File: src/rtl/seg_scan_mux.sv
// Multiplexed seven-segment driver: sequential binary-to-BCD, atomic commit, tick-driven scan.
// Optional LEADING_ZERO_BLANK_EN blanks zero digits above the most significant nonzero digit.
module seg_scan_mux #(
    parameter int NUM_CH     = 2,
    parameter int CH_W       = 8,
    parameter int DIG_PER_CH = 3,
    parameter int PRESCALE   = 65536
) (
    input  logic                             clk,
    input  logic                             rst,
    input  logic                             load,
    input  logic [NUM_CH*CH_W-1:0]           val,
    output logic                             busy,
    output logic [NUM_CH-1:0]                ovf,
    output logic [6:0]                       sseg,
    output logic [NUM_CH*(DIG_PER_CH+1)-1:0] an
);

    localparam int NPOS = NUM_CH * (DIG_PER_CH + 1);
    // floor(CH_W*log10(2))+1 = decimal digits of 2^CH_W-1
    localparam int NDIG = (CH_W * 30103) / 100000 + 1;
    localparam int SD   = (NDIG > DIG_PER_CH) ? NDIG : DIG_PER_CH;
    localparam int SW   = SD * 4;
    localparam int DW   = DIG_PER_CH * 4;
    localparam int CW   = $clog2(PRESCALE);
    localparam int IW   = $clog2(NPOS);
    localparam int BW   = $clog2(CH_W + 1);
    localparam int PW   = $clog2(NUM_CH + 1);

    typedef enum logic [1:0] {IDLE, CONV, COMMIT} state_t;

    state_t                  state_q;
    logic                    busy_q;
    logic [NUM_CH-1:0]       ovf_q;
    logic [PW-1:0]           ptr_q;
    logic [BW-1:0]           bcnt_q;
    logic [NUM_CH*CH_W-1:0]  snap_q;
    logic [CH_W-1:0]         cur_q;
    logic [SW-1:0]           bcd_q;
    logic [SW-1:0]           res_q  [NUM_CH];
    logic [DW-1:0]           disp_q [NUM_CH];

    logic [SW-1:0]           bcd_adj;
    logic [SW-1:0]           bcd_d;
    logic [CH_W-1:0]         chan_d;
    logic                    last_bit;
    logic                    last_ch;

    logic [CW-1:0]           cnt_q;
    logic [IW-1:0]           idx_q;
    logic [NPOS-1:0]         an_q;
    logic [6:0]              sseg_q;
    logic                    tick;
    logic [NPOS-1:0]         an_d;
    logic [6:0]              seg_d;
    logic                    lz;

    function automatic logic [6:0] seg_dec(input logic [3:0] c);
        logic [6:0] s;
        case (c)
            4'h0: s = 7'h40;
            4'h1: s = 7'h79;
            4'h2: s = 7'h24;
            4'h3: s = 7'h30;
            4'h4: s = 7'h19;
            4'h5: s = 7'h12;
            4'h6: s = 7'h02;
            4'h7: s = 7'h78;
            4'h8: s = 7'h00;
            4'h9: s = 7'h10;
            4'hA: s = 7'h08;
            4'hB: s = 7'h03;
            4'hC: s = 7'h46;
            4'hD: s = 7'h21;
            4'hE: s = 7'h06;
            4'hF: s = 7'h0E;
            default: s = 7'h7F;
        endcase
        return s;
    endfunction

    always_comb begin
        bcd_adj = bcd_q;
        for (int i = 0; i < SD; i++) begin
            if (bcd_adj[i*4 +: 4] >= 4'd5)
                bcd_adj[i*4 +: 4] = bcd_adj[i*4 +: 4] + 4'd3;
        end
        bcd_d = {bcd_adj[SW-2:0], cur_q[CH_W-1]};
    end

    always_comb begin
        chan_d = '0;
        for (int k = 0; k < NUM_CH - 1; k++) begin
            if (ptr_q == PW'(k))
                chan_d = snap_q[(k+1)*CH_W +: CH_W];
        end
    end

    assign last_bit = (bcnt_q == BW'(CH_W - 1));
    assign last_ch  = (ptr_q == PW'(NUM_CH - 1));

    always_ff @(posedge clk) begin
        if (rst) begin
            state_q <= IDLE;
            busy_q  <= 1'b0;
            ovf_q   <= '0;
            ptr_q   <= '0;
            bcnt_q  <= '0;
            snap_q  <= '0;
            cur_q   <= '0;
            bcd_q   <= '0;
            for (int k = 0; k < NUM_CH; k++) begin
                res_q[k]  <= '0;
                disp_q[k] <= '0;
            end
        end else begin
            unique case (state_q)
                IDLE: begin
                    if (load) begin
                        snap_q  <= val;
                        cur_q   <= val[CH_W-1:0];
                        ptr_q   <= '0;
                        bcnt_q  <= '0;
                        bcd_q   <= '0;
                        busy_q  <= 1'b1;
                        state_q <= CONV;
                    end
                end
                CONV: begin
                    if (last_bit) begin
                        for (int k = 0; k < NUM_CH; k++) begin
                            if (ptr_q == PW'(k))
                                res_q[k] <= bcd_d;
                        end
                        bcd_q  <= '0;
                        bcnt_q <= '0;
                        cur_q  <= chan_d;
                        ptr_q  <= ptr_q + 1'b1;
                        if (last_ch)
                            state_q <= COMMIT;
                    end else begin
                        bcd_q  <= bcd_d;
                        bcnt_q <= bcnt_q + 1'b1;
                        cur_q  <= cur_q << 1;
                    end
                end
                COMMIT: begin
                    for (int k = 0; k < NUM_CH; k++) begin
                        disp_q[k] <= res_q[k][DW-1:0];
                        ovf_q[k]  <= (res_q[k] >> DW) != '0;
                    end
                    busy_q  <= 1'b0;
                    state_q <= IDLE;
                end
                default: state_q <= IDLE;
            endcase
        end
    end

    assign tick = (cnt_q == CW'(PRESCALE - 1));
    assign an_d = ~(NPOS'(1) << idx_q);

    always_comb begin
        seg_d = 7'h7F;
        lz    = 1'b0;
        for (int k = 0; k < NUM_CH; k++) begin
            if (idx_q == IW'(k*(DIG_PER_CH+1) + DIG_PER_CH))
                seg_d = seg_dec(4'(10 + k));
            for (int d = 0; d < DIG_PER_CH; d++) begin
                if (idx_q == IW'(k*(DIG_PER_CH+1) + d)) begin
`ifdef LEADING_ZERO_BLANK_EN
                    lz = (d != 0) && ((disp_q[k] >> (d*4)) == '0);
`else
                    lz = 1'b0;
`endif
                    if (ovf_q[k])
                        seg_d = 7'h3F;
                    else if (lz)
                        seg_d = 7'h7F;
                    else
                        seg_d = seg_dec(disp_q[k][d*4 +: 4]);
                end
            end
        end
    end

    // The scan shows the current index, then advances it
    always_ff @(posedge clk) begin
        if (rst) begin
            cnt_q  <= '0;
            idx_q  <= '0;
            an_q   <= '1;
            sseg_q <= 7'h7F;
        end else if (tick) begin
            cnt_q  <= '0;
            an_q   <= an_d;
            sseg_q <= seg_d;
            idx_q  <= (idx_q == IW'(NPOS - 1)) ? '0 : idx_q + 1'b1;
        end else begin
            cnt_q  <= cnt_q + 1'b1;
        end
    end

    assign busy = busy_q;
    assign ovf  = ovf_q;
    assign sseg = sseg_q;
    assign an   = an_q;

endmodule
File: config.mk
export PLATFORM = sky130hd
export DESIGN_NAME = seg_scan_mux
export DESIGN_NICKNAME = d
export VERILOG_FILES = /design/src/rtl/seg_scan_mux.sv
export SDC_FILE = /design/constraint.sdc
export NUM_CORES = 1
export LEC_CHECK = 0
export ABC_AREA = 1
export ABC_CLOCK_PERIOD_IN_PS = 2450
export BUFFER_PORTS_ARGS = -buffer_cell sky130_fd_sc_hd__buf_2
export CELL_PAD_IN_SITES_DETAIL_PLACEMENT = 1
export CELL_PAD_IN_SITES_GLOBAL_PLACEMENT = 2
export CORE_MARGIN = 2
export CORE_UTILIZATION = 30
export CTS_CLUSTER_SIZE = 25
export DETAILED_ROUTE_END_ITERATION = 8
export HOLD_SLACK_MARGIN = 0.1
export PLACE_DENSITY_LB_ADDON = 0.08
export SYNTH_ARGS = -nofsm -noshare
export SYNTH_HDL_FRONTEND = slang
export SYNTH_SLANG_ARGS = --single-unit
File: constraint.sdc
create_clock -name clk -period 2.45 [get_ports clk]
set_input_delay 0.49 -clock clk [delete_from_list [all_inputs] [get_ports clk]]
set_output_delay 0.49 -clock clk [all_outputs]
set_load 0.01 [all_outputs]
==> flow_summary.ini <==
[outcome]
status = complete, no violations

[sta]
min_period_ns = 2.08
finalSetupViolCount = 0
finalSetupTns_ns = 0
timing.final.crit_share_pct = 84.8
maxSlewViolCount = 0
fmax_mhz = 481
finalHoldViolCount = 0
max_slew.worst_pin.slew_ns = 0.849
rsz0062_at_grt = false
relSlewSlack_pct = 43.4
whs_ns = 0.322
fin_skew_ns = 0.00975

[route]
antenna_left = 0
drt-initial-drc-count = 160
vias = 5665
post_drt_wl_per_cell_um = 15.2
drtPass1Iterations = 4
vias_per_cell = 4.65
wl_mm = 18.5
drc_errors = 0

[synth]
synth_mux_area_share_pct = 0
yosys.area_share.adder_pct = 10.2
synth_top_family_by_area = simple AND/OR/NAND/NOR gates
yosysWarnings = 0
synthesis.area_um2 = 6850
ys_seq_elements = 119
ys_seq_area_share_pct = 41.8
syn_area_per_cell_um2 = 7.80
synth-simple-area-share_pct = 21.5
synth_compound_gate_area_share_pct = 15.6
synth_cells = 878
synthXorXnorAreaFrac_pct = 1.15
ys_types = 46

[finish]
seqCellArea_um2 = 2860
drive_gt1_share_pct = 12.2
layout_commonest_cell = nand2_1
nets = 994
multi_input_area_um2 = 3330
layout_common_cells = nand2_1, inv_1, nor2_1
antenna-diode-count = 0
final_cells = 1217
fillers = 2753
area_delta_synth_final_pct = 15.7

[global_route]
use_met1_pct = 19.6
grt_pass1_wl_mm = 31.0
grt_max_degree = 28
grtUsageTotal_pct = 16.1
grt_pass1_vias = 6193
gr-total-overflow = 0
use_met2_pct = 29.4
top_usage_layer = met2
antenna_found_initial = 0
met3_usage_pct = 3.09

[critical_path]
cp-start-kind = flop
critPathCaptureType = flop
crit_arrival_ns = 2.14
path_class = flop to flop
worstPathRequired_ns = 2.51
path_max_fanout = 12

[placement]
numPortBuffers = 34
routabilityCongestion = 0.771
placed_cells = 1185
dp_hpwl_mm = 14.6

[clock_network]
clk_pin_slew_ns = 0.06
holdBufCountCts = 0
cts.root.buffer_cell = clkbuf_16
cts_buffer_depth = 2
cts.sinks = 119
htreeDepth = 4
post_cts_buffers = 0
cts_tree = done
cts-resized-gates = 0
cts_made_buffers = 17
clock_latency_ns = 0.42

[flow_run]
maxCapViolations = 0

[floorplanning]
die_x_um = 155
rows = 55
die-area_um2 = 24100
die_h_um = 155
ioPinCount = 37
core_area_um2 = 22500
start_util_pct = 30.4

[power_and_ir_drop]
ir_drop_v = 0.000432
power.leakage_uw = 0.00343
cellPowerDensity_nw_per_um2 = 624

[worst_hold_path]
hold_path_class = input pin to flop
## power breakdown
| part | switching, µW | internal [µW] |
|---|---|---|
| combinational | 216 | 105 |
| sequential | 55.8 | 2120 |
| clock | 1090 | 1360 |
| total | 1360 | 3580 |
## cell usage after synthesis (all sizes together)
master	n	area (µm²)
clkinv	1	3.75
clkbuf	10	37.5
edfxtp	48	1440
or2	4	25.0
o211ai	6	45.0
buf	13	78.8
a21oi	69	372
o22ai	10	62.6
o21ai	76	380
a221oi	2	17.5
nor3	3	31.3
dfxtp	71	1420
xor2	7	61.3
a211oi	5	37.5
o311ai	1	8.76
o31ai	2	15.0
a311oi	1	8.76
inv	142	538
nand4	5	31.3
a22oi	3	22.5
and3	1	6.26
nand2	164	641
nor3b	1	7.51
conb	1	3.75
nand3	42	215
xnor2	2	17.5
o21a	3	22.5
a31oi	11	68.8
nor2	116	509
a221o	1	10.0
ha	56	701
nand3b	1	7.51
## state kept, by name (all words and copies together), names as in the netlist, 3 cells and up
signal,count
snap_q,8
cur_q,8
idx_q,3
cnt_q,16
bcnt_q,4
disp_q,24
res_q,24
sseg,7
an,8
bcd_q,12
## critical path, stage by stage, from the launching register on
cell and delay, ns:
dfxtp_1 0.37, ha_1 0.17, inv_1 0.08, nor3_4 0.22, nand2_2 0.14, nor2_4 0.20, inv_1 0.14, nand2_1 0.39
## layout make-up
cell class	instances	share of cell area, %
Multi-Input combinational cell	594	42.1
Sequential cell	119	36.1
Inverter	143	6.84
Tap cell	285	4.50
Clock buffer	17	5.37
Timing Repair Buffer	44	3.10
Clock inverter	15	1.99
## cell families (layout without fill, tap and decap cells)
family | count (synthesis) | after routing
and+or+nand+nor | 337 | 337
AOI/OAI and AO/OA | 190 | 190
buffers and inverters | 166 | 219
DFF | 119 | 119
adders and majority gates | 56 | 56
xor gates and xnor gates | 9 | 9
other | 1 | 2
## final timing paths
kind	from	to	slack, ns	depth (start not counted)
setup / recovery	bcnt_q[0]$_SDFFE_PP0P_	res_q[0][0]$_DFFE_PP_	0.37	7
hold / removal	val[13]	snap_q[13]$_SDFFE_PP0P_	0.32	3
setup reg to reg	bcnt_q[0]$_SDFFE_PP0P_	res_q[0][0]$_DFFE_PP_	0.37	7
hold reg to reg	cnt_q[0]$_SDFF_PP0_	cnt_q[0]$_SDFF_PP0_	0.46	1
## layer usage
metal  part of all wire, %  vias to the layer above
li1                      -                     2942
met5                     0                        -
met2                    50                       37
met3                   1.9                       12
met4                  0.90                        0
met1                    48                     2674
## stage by stage
step	power [µW]	worst slack (ns)	util [%]	instance area, µm²
2_1_floorplan	2420	0.255	-	6850
3_3_place_gp	2540	0.425	32.6	7340
3_5_place_dp	2540	0.357	32.6	7340
4_1_cts	5030	0.327	35.2	7920
5_1_grt	5160	0.111	35.2	7920
6_report	4940	0.373	35.2	7920
Note: power is estimated with default switching activity, not from simulation.
